**src/rtl/thermo_pkg.sv**
```systemverilog
// ============================================================================
//  Module   : thermo_pkg
//  Brief    : Shared widths, direction codes and FSM states for thermo_decoder.
//  Revision : 1.0
// ============================================================================
`default_nettype none

package thermo_pkg;

    localparam int THERMO_W = 15;
    localparam int CNT_W    = 4;
    localparam int RUN_W    = 3;

    typedef enum logic [1:0] {
        DIR_HOLD = 2'b00,
        DIR_UP   = 2'b01,
        DIR_DOWN = 2'b10,
        DIR_JUMP = 2'b11
    } dir_t;

    typedef enum logic [1:0] {
        ST_EMPTY    = 2'b00,
        ST_SETTLING = 2'b01,
        ST_LOCKED   = 2'b10
    } state_t;

endpackage

`default_nettype wire

```
**src/rtl/thermo_decoder_check.sv**
```systemverilog
// ============================================================================
//  Module   : thermo_check
//  Brief    : Validates a thermometer code and returns its population count.
//  Revision : 1.0
// ============================================================================
`default_nettype none

module thermo_check
    import thermo_pkg::*;
(
    input  logic [THERMO_W-1:0] code,
    output logic                is_valid,
    output logic [CNT_W-1:0]    value
);

    logic [THERMO_W-1:0] w_code_inc;

    // A legal code is a contiguous run of ones from bit 0, so code+1 shares no set bit with it.
    assign w_code_inc = code + THERMO_W'(1);
    assign is_valid   = ((code & w_code_inc) == '0);

    always_comb begin
        value = '0;
        for (int i = 0; i < THERMO_W; i++) begin
            value = value + CNT_W'(code[i]);
        end
    end

endmodule

`default_nettype wire

```
**src/rtl/thermo_decoder.sv**
```systemverilog
// ============================================================================
//  Module   : thermo_decoder
//  Brief    : Debounced thermometer-code decoder with direction/wrap/error flags.
//  Revision : 1.0
// ============================================================================
`default_nettype none

module thermo_decoder
    import thermo_pkg::*;
#(
    parameter int STABLE_CNT = 2
) (
    input  logic                clk,
    input  logic                reset,
    input  logic                sample_en,
    input  logic [THERMO_W-1:0] thermo_in,
    input  logic                err_clr,
    output logic [CNT_W-1:0]    count,
    output logic                valid,
    output logic                upd,
    output logic [1:0]          dir,
    output logic                wrap,
    output logic                err
);

    localparam logic [RUN_W-1:0] c_stable = RUN_W'(STABLE_CNT);

    logic                w_is_valid;
    logic [CNT_W-1:0]    w_value;
    logic [CNT_W-1:0]    w_count_inc;
    logic [CNT_W-1:0]    w_count_dec;

    state_t              r_state,  w_state_nx;
    logic [CNT_W-1:0]    r_cand,   w_cand_nx;
    logic [RUN_W-1:0]    r_run,    w_run_nx;
    logic [CNT_W-1:0]    r_count,  w_count_nx;
    logic                r_valid,  w_valid_nx;
    logic                r_upd,    w_upd_nx;
    dir_t                r_dir,    w_dir_nx;
    logic                r_wrap,   w_wrap_nx;
    logic                r_err,    w_err_nx;

    thermo_check u_check (
        .code     (thermo_in),
        .is_valid (w_is_valid),
        .value    (w_value)
    );

    assign w_count_inc = r_count + CNT_W'(1);
    assign w_count_dec = r_count - CNT_W'(1);

    always_ff @(posedge clk) begin
        if (reset) begin
            r_state <= ST_EMPTY;
            r_cand  <= '0;
            r_run   <= '0;
            r_count <= '0;
            r_valid <= 1'b0;
            r_upd   <= 1'b0;
            r_dir   <= DIR_HOLD;
            r_wrap  <= 1'b0;
            r_err   <= 1'b0;
        end else begin
            r_state <= w_state_nx;
            r_cand  <= w_cand_nx;
            r_run   <= w_run_nx;
            r_count <= w_count_nx;
            r_valid <= w_valid_nx;
            r_upd   <= w_upd_nx;
            r_dir   <= w_dir_nx;
            r_wrap  <= w_wrap_nx;
            r_err   <= w_err_nx;
        end
    end

    always_comb begin
        w_state_nx = r_state;
        w_cand_nx  = r_cand;
        w_run_nx   = r_run;
        w_count_nx = r_count;
        w_valid_nx = r_valid;
        w_upd_nx   = 1'b0;
        w_dir_nx   = r_dir;
        w_wrap_nx  = 1'b0;
        w_err_nx   = r_err;

        // Clear first so a simultaneous bubble re-sets the flag.
        if (err_clr) begin
            w_err_nx = 1'b0;
        end

        if (sample_en) begin
            if (!w_is_valid) begin
                w_err_nx   = 1'b1;
                w_run_nx   = '0;
                w_state_nx = ST_SETTLING;
            end else begin
                if ((w_value == r_cand) && (r_run != '0)) begin
                    if (r_run < c_stable) begin
                        w_run_nx = r_run + RUN_W'(1);
                    end
                end else begin
                    w_cand_nx = w_value;
                    w_run_nx  = RUN_W'(1);
                end

                if ((w_run_nx == c_stable) && ((w_cand_nx != r_count) || !r_valid)) begin
                    w_count_nx = w_cand_nx;
                    w_valid_nx = 1'b1;
                    w_upd_nx   = 1'b1;
                    w_state_nx = ST_LOCKED;
                    if (!r_valid) begin
                        w_dir_nx = DIR_HOLD;
                    end else if (w_cand_nx == w_count_inc) begin
                        w_dir_nx  = DIR_UP;
                        w_wrap_nx = (w_cand_nx == '0);
                    end else if (w_cand_nx == w_count_dec) begin
                        w_dir_nx  = DIR_DOWN;
                        w_wrap_nx = (w_cand_nx == '1);
                    end else begin
                        w_dir_nx = DIR_JUMP;
                    end
                end else if (r_valid && (w_cand_nx == r_count)) begin
                    w_state_nx = ST_LOCKED;
                end else begin
                    w_state_nx = ST_SETTLING;
                end
            end
        end
    end

    assign count = r_count;
    assign valid = r_valid;
    assign upd   = r_upd;
    assign dir   = r_dir;
    assign wrap  = r_wrap;
    assign err   = r_err;

endmodule

`default_nettype wire

```
**config.mk**
```make
export PLATFORM = sky130hd
export DESIGN_NAME = thermo_decoder
export DESIGN_NICKNAME = d
export VERILOG_FILES = /design/src/rtl/thermo_pkg.sv /design/src/rtl/thermo_decoder_check.sv /design/src/rtl/thermo_decoder.sv
export SDC_FILE = /design/constraint.sdc
export NUM_CORES = 1
export LEC_CHECK = 0
export ABC_AREA = 1
export BUFFER_PORTS_ARGS = -buffer_cell sky130_fd_sc_hd__buf_4
export CAP_MARGIN = 5
export CORE_ASPECT_RATIO = 2
export CORE_MARGIN = 2
export CORE_UTILIZATION = 40
export DETAILED_ROUTE_END_ITERATION = 10
export GPL_TIMING_DRIVEN = 0
export PLACE_DENSITY = 0.58
export RECOVER_POWER = 25
export SLEW_MARGIN = 10
export SYNTH_ARGS = -nofsm -noshare
export SYNTH_HDL_FRONTEND = slang
export SYNTH_SLANG_ARGS = --single-unit
```
**constraint.sdc**
```tcl
create_clock -name clk -period 7.7 [get_ports clk]
set_input_delay 1.54 -clock clk [delete_from_list [all_inputs] [get_ports clk]]
set_output_delay 1.54 -clock clk [all_outputs]
set_load 0.01 [all_outputs]
```
==> impl_metrics.toml <==
[global_routing]
grt_overflow = 0
grt_pass1_wl_um = 6420
grt.total_usage_pct = 18.2
grt_util_met1_pct = 17.0
use_met2_pct = 37.8
grt_max_degree = 11
grt_pass1_vias = 1504
use_met3_pct = 1.59
grt.busiest_layer = "met2"
antenna_found_initial = 0

[pwr]
pwr-share-comb_pct = 64.8
switching_share_pct = 50.2
vdd_drop_max_v = 0.000173
p_leak_nw = 0.987
power_uw = 447
power.internal_uw = 223
clock_power_share_pct = 15.5
power_density_mw_per_mm2 = 232
p_sw_uw = 224
p_seq_share_pct = 19.8

[synthesis]
synth_compound_area_share_pct = 9.43
synth_xor_area_share_pct = 6.90
ys_ff_latch = 17
synth.mux.area_fraction_pct = 0
avgSynthCellArea_um2 = 6.86
synth_cell_types = 28
synth_warnings = 0
syn_area_mm2 = 0.00163
ys_seq_area_share_pct = 20.9
synth_top_area_cell = "dfxtp_1"
synth-simple-area-share_pct = 29.0
syn_inst = 238
ys_top_cells_by_area = "dfxtp_1 21%, inv_1 12%, fa_1 11%, nand2_1 11%, ha_1 9.2%"
synth_top_family_by_area = "simple AND/OR/NAND/NOR gates"
synthesis.nets = 278
yosys.area_share.adder_pct = 20.2
synth_top_area_share_pct = 20.9

[sta]
finalSetupTns_ns = 0
fin_crit_sh_pct = 78.1
min_period_ns = 6.01
tightest_slew_ns = 0.378
drv_slew = 0
setup_viol = 0
finalClockSkew_ns = 0.00241
timing.hold.ws_ns = 0.464
fmax_mhz = 166
max_slew_margin_pct = 74.8
rsz0062_at_grt = "no"
hold_viol = 0

[min_path]
hold_path_class = "reg -> reg"

[clock_network]
cts.sinks = 17
cts.root.buffer_cell = "clkbuf_8"
clk_path_buf_depth = 2
clock_latency_ns = 0.26
cts_resized = 0
htreeDepth = 1
cts_setup_buffers = 0
cts_tree = "yes"
cts-buffers-inserted = 3
cts_hold_buf = 0
clk_pin_slew_ns = 0.07

[die]
die_width_um = 49.2
core_region_area_mm2 = 0.00388
boundaryPins = 29
start_util_pct = 42.0
die_area_mm2 = 0.00464
rows = 32
chipHeight_um = 94.3

[finish]
drive_above_1_share_pct = 14.9
final_nets = 310
n_antenna_cell = 0
fin_area_mm2 = 0.00192
area_delta_synth_final_pct = 17.8
mostFrequentLayoutCells = "53 x inv_1, 48 x nand2_1, 27 x nor2_1"
final_common_cell = "inv_1"
fin_cells = 320

[critical_path]
required_ns = 7.86
startpoint_type = "primary input"
worstSetupEndpoint = "count[3]"
r2r_slack_ns = 5.82
worstPathArrival_ns = 6.17
startpoint = "thermo_in[0]"
path_max_fanout = 10
reg2regPathDepth = 11
rr_endpoint = "count[3]"
r2r_start = "r_run[1]"
end_kind = "flip-flop"
path_class = "in -> reg"

[run_status]
status = "finished, final reports clean"

[detailed_routing]
avgRoutedWirePerCell_um = 11.8
drc = 0
first_pass_iters = 4
vias = 1488
vias_per_cell = 4.65
routed_wl_um = 3760
ant_nets = 0
drt-initial-drc-count = 25

[run]
timing.max_cap.violations = 0

[placement]
dp_cells = 316
place_congestion = 0.747
port_buffers = 27
placed_area_mm2 = 0.00190
dp_hpwl_um = 3240
==> stage by stage <==
stage / worst slack [ns] / util [%]
after detailed placement: 1.42 / 48.9
after floorplan: 1.86 / -
after global routing: 1.38 / 49.5
after global placement: 1.39 / 48.9
after CTS: 1.65 / 50.1
final: 1.69 / 49.5
==> flip-flops by register name (all words and copies together) (netlist names) <==
register,count
err,1
r_run,3
valid,1
r_cand,4
dir,2
wrap,1
upd,1
count,4
==> worst max-delay path: stages <==
cell and delay [ns]:
buf_4 0.11, inv_1 0.09, ha_1 0.25, fa_1 0.49, inv_1 0.05, fa_1 0.48
fa_1 0.53, inv_1 0.07, fa_1 0.48, inv_1 0.04, ha_1 0.20, fa_1 0.67
inv_2 0.09, nand2_1 0.08, nand3_2 0.09, nor3_4 0.22, nand3b_2 0.14, nor2_4 0.15
nand2_2 0.09, buf_6 0.15, o21ai_1 0.12, nor2_1 0.05
==> area by class of cell <==
cell class,count,area (µm²)
Clock inverter,1,5.00
Sequential cell,17,340
Timing Repair Buffer,27,180
Inverter,55,206
Tap cell,51,63.8
Buffer,2,15.0
Multi-Input combinational cell,164,1070
Fill cell,427,1960
Clock buffer,3,41.3
==> per-layer routing <==
| metal | vias up | routed length, µm |
|---|---|---|
| li1 | 789 | - |
| met1 | 664 | 1300 |
| met2 | 29 | 2260 |
| met3 | 6 | 102 |
| met4 | 0 | 100 |
| met5 | - | 0 |
==> power by group through the flow <==
stage | sequential (mW) | clock [mW] | combinational, mW
2_1_floorplan | 0.0906 | 0 | 0.223
3_3_place_gp | 0.0904 | 0 | 0.293
3_5_place_dp | 0.0904 | 0 | 0.294
4_1_cts | 0.0884 | 0.0699 | 0.295
5_1_grt | 0.0884 | 0.0720 | 0.328
6_report | 0.0884 | 0.0691 | 0.289
==> cells in the mapped netlist <==
master / n
buf_6: 1
o21ai_1: 3
xor2_1: 7
o22a_1: 1
nor2_1: 27
nand4_1: 9
inv_2: 2
nor2_2: 2
fa_1: 9
nand3b_1: 1
nor3_4: 1
nand3_1: 6
nand2_4: 1
a21oi_1: 14
inv_1: 53
nor2_4: 1
nand3b_2: 1
nand2_2: 4
clkbuf_1: 1
o211ai_1: 1
nand2_1: 48
ha_1: 12
o21bai_1: 1
xor2_2: 1
o21ai_0: 9
dfxtp_1: 17
xnor2_1: 4
nand3_2: 1
==> worst min path at each step <==
stage | slack [ns] | start | end | cells after the start
6_report | 0.46 | dir[0] | dir[0] | 2
5_1_grt | 0.49 | dir[0] | dir[0] | 2
4_1_cts | 0.47 | dir[1] | dir[1] | 2
3_5_place_dp | 0.46 | dir[1] | dir[1] | 2
3_3_place_gp | 0.45 | err | err | 2
2_1_floorplan | 0.47 | r_run[2] | r_run[2] | 2
==> kinds of logic (layout without fill, tap and decap cells) <==
family / count (synthesis) / count (layout)
AND/OR/NAND/NOR: 102 / 102
buffers and inverters: 57 / 88
AO/OA/AOI/OAI: 29 / 29
adder cells (fa/ha/maj): 21 / 21
flip-flops: 17 / 17
XOR/XNOR: 12 / 12
No activity file was read; power rests on OpenSTA's default activity.
